## config.mk

```make
export PLATFORM = sky130hd
export DESIGN_NAME = rock_controller
export DESIGN_NICKNAME = d
export VERILOG_FILES = /design/src/rtl/rock_controller.sv
export SDC_FILE = /design/constraint.sdc
export NUM_CORES = 1
export LEC_CHECK = 0
export ABC_AREA = 1
export CAP_MARGIN = 10
export CORE_UTILIZATION = 45
export DETAILED_ROUTE_END_ITERATION = 7
export DONT_BUFFER_PORTS = 1
export GPL_TIMING_DRIVEN = 0
export PLACE_DENSITY_LB_ADDON = 0.3
export SLEW_MARGIN = 20
export SYNTH_ARGS = -nofsm -noshare
export SYNTH_HDL_FRONTEND = slang
export SYNTH_SLANG_ARGS = --single-unit
```

## constraint.sdc

```tcl
create_clock -name clk -period 2.35 [get_ports clk]
set_clock_uncertainty 0.1 [all_clocks]
set_input_delay 0.47 -clock clk [delete_from_list [all_inputs] [get_ports clk]]
set_output_delay 0.47 -clock clk [all_outputs]
set_load 0.02 [all_outputs]
```

## src/rtl/rock_controller.sv

```systemverilog
// rtl/rock_controller.sv - cradle rocking controller driven by a stress-low indication
module rock_controller #(
    parameter int WINDOW       = 16,
    parameter int THRESH       = 12,
    parameter int CALM_WINDOWS = 4,
    parameter int START_LEVEL  = 4,
    parameter int HALF_MAX     = 12,
    parameter int SPEED_STEP   = 32
) (
    input  logic       clk,
    input  logic       r,
    input  logic       start,
    input  logic       stop,
    input  logic       tick,
    input  logic       stress_laag,
    output logic [7:0] motor_speed,
    output logic       motor_dir,
    output logic       rocking,
    output logic [2:0] level,
    output logic       calm
);

    localparam int WW = $clog2(WINDOW);
    localparam int LW = $clog2(WINDOW + 1);
    localparam int PW = $clog2(HALF_MAX);
    localparam int CW = $clog2(CALM_WINDOWS + 1);

    typedef enum logic [1:0] {IDLE, ROCK, STOPPING} state_t;

    state_t          state;
    logic [PW-1:0]   phase_cnt;
    logic [WW-1:0]   win_cnt;
    logic [LW-1:0]   low_cnt;
    logic [CW-1:0]   calm_cnt;
    logic [PW-1:0]   hp_last;
    logic [LW-1:0]   low_fin;
    logic            toggle;

    function automatic logic [7:0] speed_of(input logic [2:0] l);
        return 8'(int'(l) * SPEED_STEP);
    endfunction

    // Last phase value of the current half period; follows level immediately so a
    // shortened period is caught by the >= compare on the next tick.
    always_comb begin
        hp_last = PW'(HALF_MAX - 1 - int'(level));
        low_fin = low_cnt + LW'(stress_laag);
        toggle  = (phase_cnt >= hp_last);
    end

    always_ff @(posedge clk) begin
        if (!r) begin
            state       <= IDLE;
            level       <= 3'd0;
            motor_speed <= 8'd0;
            motor_dir   <= 1'b0;
            rocking     <= 1'b0;
            calm        <= 1'b0;
            phase_cnt   <= '0;
            win_cnt     <= '0;
            low_cnt     <= '0;
            calm_cnt    <= '0;
        end else begin
            calm <= 1'b0;
            case (state)
                IDLE: begin
                    if (start && !stop) begin
                        state       <= ROCK;
                        level       <= 3'(START_LEVEL);
                        motor_speed <= speed_of(3'(START_LEVEL));
                        motor_dir   <= 1'b0;
                        rocking     <= 1'b1;
                        phase_cnt   <= '0;
                        win_cnt     <= '0;
                        low_cnt     <= '0;
                        calm_cnt    <= '0;
                    end
                end
                ROCK, STOPPING: begin
                    if (stop || (state == STOPPING && tick && toggle)) begin
                        // Abort and clean finish share the return to idle; only the
                        // clean finish at a direction reversal reports calm.
                        state       <= IDLE;
                        level       <= 3'd0;
                        motor_speed <= 8'd0;
                        motor_dir   <= 1'b0;
                        rocking     <= 1'b0;
                        calm        <= !stop;
                        phase_cnt   <= '0;
                        win_cnt     <= '0;
                        low_cnt     <= '0;
                        calm_cnt    <= '0;
                    end else if (tick) begin
                        if (toggle) begin
                            motor_dir <= ~motor_dir;
                            phase_cnt <= '0;
                        end else begin
                            phase_cnt <= phase_cnt + PW'(1);
                        end
                        if (state == ROCK) begin
                            if (win_cnt == WW'(WINDOW - 1)) begin
                                win_cnt <= '0;
                                low_cnt <= '0;
                                if (low_fin >= LW'(THRESH)) begin
                                    if (level > 3'd1) begin
                                        level       <= level - 3'd1;
                                        motor_speed <= speed_of(level - 3'd1);
                                        calm_cnt    <= '0;
                                    end else begin
                                        calm_cnt <= calm_cnt + CW'(1);
                                        if (calm_cnt + CW'(1) == CW'(CALM_WINDOWS))
                                            state <= STOPPING;
                                    end
                                end else begin
                                    if (level < 3'd7) begin
                                        level       <= level + 3'd1;
                                        motor_speed <= speed_of(level + 3'd1);
                                    end
                                    calm_cnt <= '0;
                                end
                            end else begin
                                win_cnt <= win_cnt + WW'(1);
                                low_cnt <= low_fin;
                            end
                        end
                    end
                end
                default: state <= IDLE;
            endcase
        end
    end

endmodule

```

==> results.cfg <==
[placement]
dp_worst_setup_slack_ns = -0.00662
place_inst = 280
hpwl_mm = 2.39
gp_congestion = 0.765
portBuffers = 0

[grt]
grt_start_max_net_pins = 14
grt_pass1_vias = 1271
grt_first_pass_wirelength_mm = 5.45
antenna_found_initial = 0
grt_overflow = 0
grt_usage_pct = 17.1

[setup_path]
arrival_ns = 2.24
r2r_cells = 14
cp_num_buf_inv = 3
worst-r2r-setup-slack_ns = 0.24
path_cells = inv_1, ha_1, inv_1, nand2_1, nand2_1, nand2_1, nand2_1, nand2_2, nand2_4, nand3_2, nand2_4, inv_2, o21ai_0, nor2_1
cpMostUsedCell = nand2_1
cp_max_fo = 10
path_delay_family = simple AND/OR/NAND/NOR gates
max_stage_delay_ns = 0.44
reg2reg_from = motor_speed[5]
start_kind = register
timing.rr.end = win_cnt[2]
worstSetupEndpointType = register
critPathKind = reg -> reg
slowest_stage = dfxtp_4
critPathRequiredTime_ns = 2.47

[flow_run]
drv_cap = 0

[synth]
syn_inst = 230
async_flop_share_pct = 0
syn_area_sq_um = 1650
synth_seq_area_share_pct = 29.1
synth_edf_count = 0
synth.mux.area_fraction_pct = 0
synthSimpleGateAreaFrac_pct = 34.7
synthTopCellsByArea = dfxtp_1 29%, ha_1 13%, nand2_1 9.8%
synth-main-ff-cell = dfxtp_1
synthAdderAreaFrac_pct = 12.9
ys_warn_count = 0
synth_seq_cells = 24
synth_top_area_share_pct = 29.1
synth_area_leader_cell = dfxtp_1
synth_cell_type_count = 28
synth_top_family_by_area = simple AND/OR/NAND/NOR gates
synth_compound_area_share_pct = 8.86
synth-xor-area-share_pct = 3.71
synth.avg_cell_area_sq_um = 7.19

[cts]
clk_latency_ns = 0.32
cts_tree = done
cts_sinks = 24
ctsHoldBuffers = 0
htreeDepth = 1
cts_buffers = 3
clock_path_buffers = 2
path_clk_slew_ns = 0.14
cts-root-buf = clkbuf_4

[timing]
fmax_mhz = 473
holdWs_ns = 0.101
finalWorstSetupSlack_ns = 0.236
min_period_ns = 2.11
fin_setup_tns_ns = 0
tightest_slew_ns = 0.538
finalSetupViolCount = 0
relSlewSlack_pct = 64.1
period_share_pct = 90.0
hold_viol_final = 0
drv_slew = 0

[drt]
viasPerCell = 4.92
wl_per_cell_um = 11.2
drt_iter0_markers = 51
vias = 1411
final_antenna_net_count = 0
drcViolationCount = 0
drt_pass1_iterations = 4
wl_mm = 3.21

[die]
rows = 21
die_width_um = 62.6
boundaryPins = 20
die_h_um = 62.6
design.core.area_sq_um = 3420
start_util_pct = 48.4
die_area_sq_um = 3920

[pwr]
vdd_drop_max_mv = 0.301
clockPowerShare_pct = 20.3
power-per-cell-area_nw_per_um2 = 613
combPwrFrac_pct = 33.8
swShare_pct = 38.8
p_seq_share_pct = 45.9
p_leak_nw = 0.824
internal_power_w = 0.000678
power.switching_w = 0.000429

[cells_and_area]
diodes = 0
syn2layout_area_growth_pct = 9.24
drive_gt1_share_pct = 16.6
fin_cells = 287
nNetsFinal = 265

[status]
status = completed

[worst_hold_path]
hold_end = calm
min-delay-start = stop
min_path_cells = 1
min_path_type = in -> reg
==> cell usage in the layout, fill, tap and decap left out, drive strengths merged <==
cell / synthesis / layout
a21oi: 17 / 17
buf: 10 / 13
clkbuf: 1 / 5
conb: 1 / 5
dfxtp: 24 / 24
ha: 17 / 17
inv: 27 / 27
nand2: 49 / 49
nand3: 26 / 26
nand4: 5 / 5
nor2: 29 / 29
nor3: 1 / 1
nor3b: 2 / 2
nor4: 2 / 2
o211ai: 1 / 1
o21ai: 10 / 10
or2: 1 / 1
xnor2: 3 / 3
xor2: 4 / 4
==> power by group through the flow <==
| stage | registers [W] | logic, W | clock network, W |
|---|---|---|---|
| after floorplan | 0.000504 | 0.000288 | 0 |
| after CTS | 0.000507 | 0.000350 | 0.000231 |
| after global routing | 0.000515 | 0.000427 | 0.000242 |
| final | 0.000508 | 0.000375 | 0.000225 |
| after detailed placement | 0.000515 | 0.000347 | 0 |
| after global placement | 0.000514 | 0.000342 | 0 |
==> cells in the mapped netlist, types with 5 or more instances <==
cell type   n
a21oi_1    16
inv_2       5
nand2_1    43
nor2_1     26
nand4_1     5
o21ai_0    10
buf_4       8
nand3_1    21
ha_1       17
inv_1      22
dfxtp_1    24
==> per-layer routing <==
metal	routed length, um	up-vias	GRT usage [%]
met4	30	0	5.23
li1	-	761	-
met1	1680	620	24.0
met5	0	-	0
met3	97	4	2.19
met2	1400	26	27.3
==> stage by stage <==
step,power (W),utilization [%],cell area (sq um)
3_3_place_gp,0.000857,50.5,1730
5_1_grt,0.00118,52.9,1810
6_report,0.00111,52.9,1810
2_1_floorplan,0.000792,-,1670
3_5_place_dp,0.000863,50.5,1730
4_1_cts,0.00109,51.6,1760
==> kinds of logic after synthesis <==
kind of cell | after synthesis
adders and majority gates | 17
xor gates and xnor gates | 7
and+or+nand+nor | 115
DFF | 24
other | 1
buffers and inverters | 38
AOI/OAI and AO/OA | 28
==> sequential cells by signal, indices dropped and copies added (netlist names) <==
register and cells:
win_cnt 4, state 2, rocking 1, phase_cnt 4
calm_cnt 3, calm 1, motor_dir 1, motor_speed 3
low_cnt 5
==> cell type report <==
| type | count | area, sq um |
|---|---|---|
| inverters | 27 | 101 |
| flip-flops and latches | 24 | 485 |
| plain buffers | 11 | 73.8 |
| repair buffers | 3 | 22.5 |
| well taps | 46 | 57.6 |
| multi-input cells | 172 | 1030 |
| clock buffers | 4 | 36.3 |
| fillers | 358 | 1610 |
==> repair_timing <==
action / 4_1_cts / 5_1_grt
resized for setup: 1 / 5
endpoints found under the hold margin: 0 / 0
setup buffers: 0 / 3
pin swaps: 0 / 1
setup endpoints to repair: 7 / 16
==> how the worst max path moves through the flow <==
stage / start / end / slack [ns] / cells after the start
after detailed placement: motor_speed[5] / win_cnt[2] / -0.007 / 14
after global routing: motor_speed[5] / win_cnt[2] / -0.001 / 14
final: motor_speed[5] / win_cnt[2] / 0.24 / 14
after CTS: motor_speed[7] / motor_speed[7] / 0.06 / 13
after floorplan: motor_speed[5] / win_cnt[2] / 0.27 / 14
after global placement: motor_speed[5] / motor_speed[7] / -0.004 / 15
(Power assumes the default switching activity.)
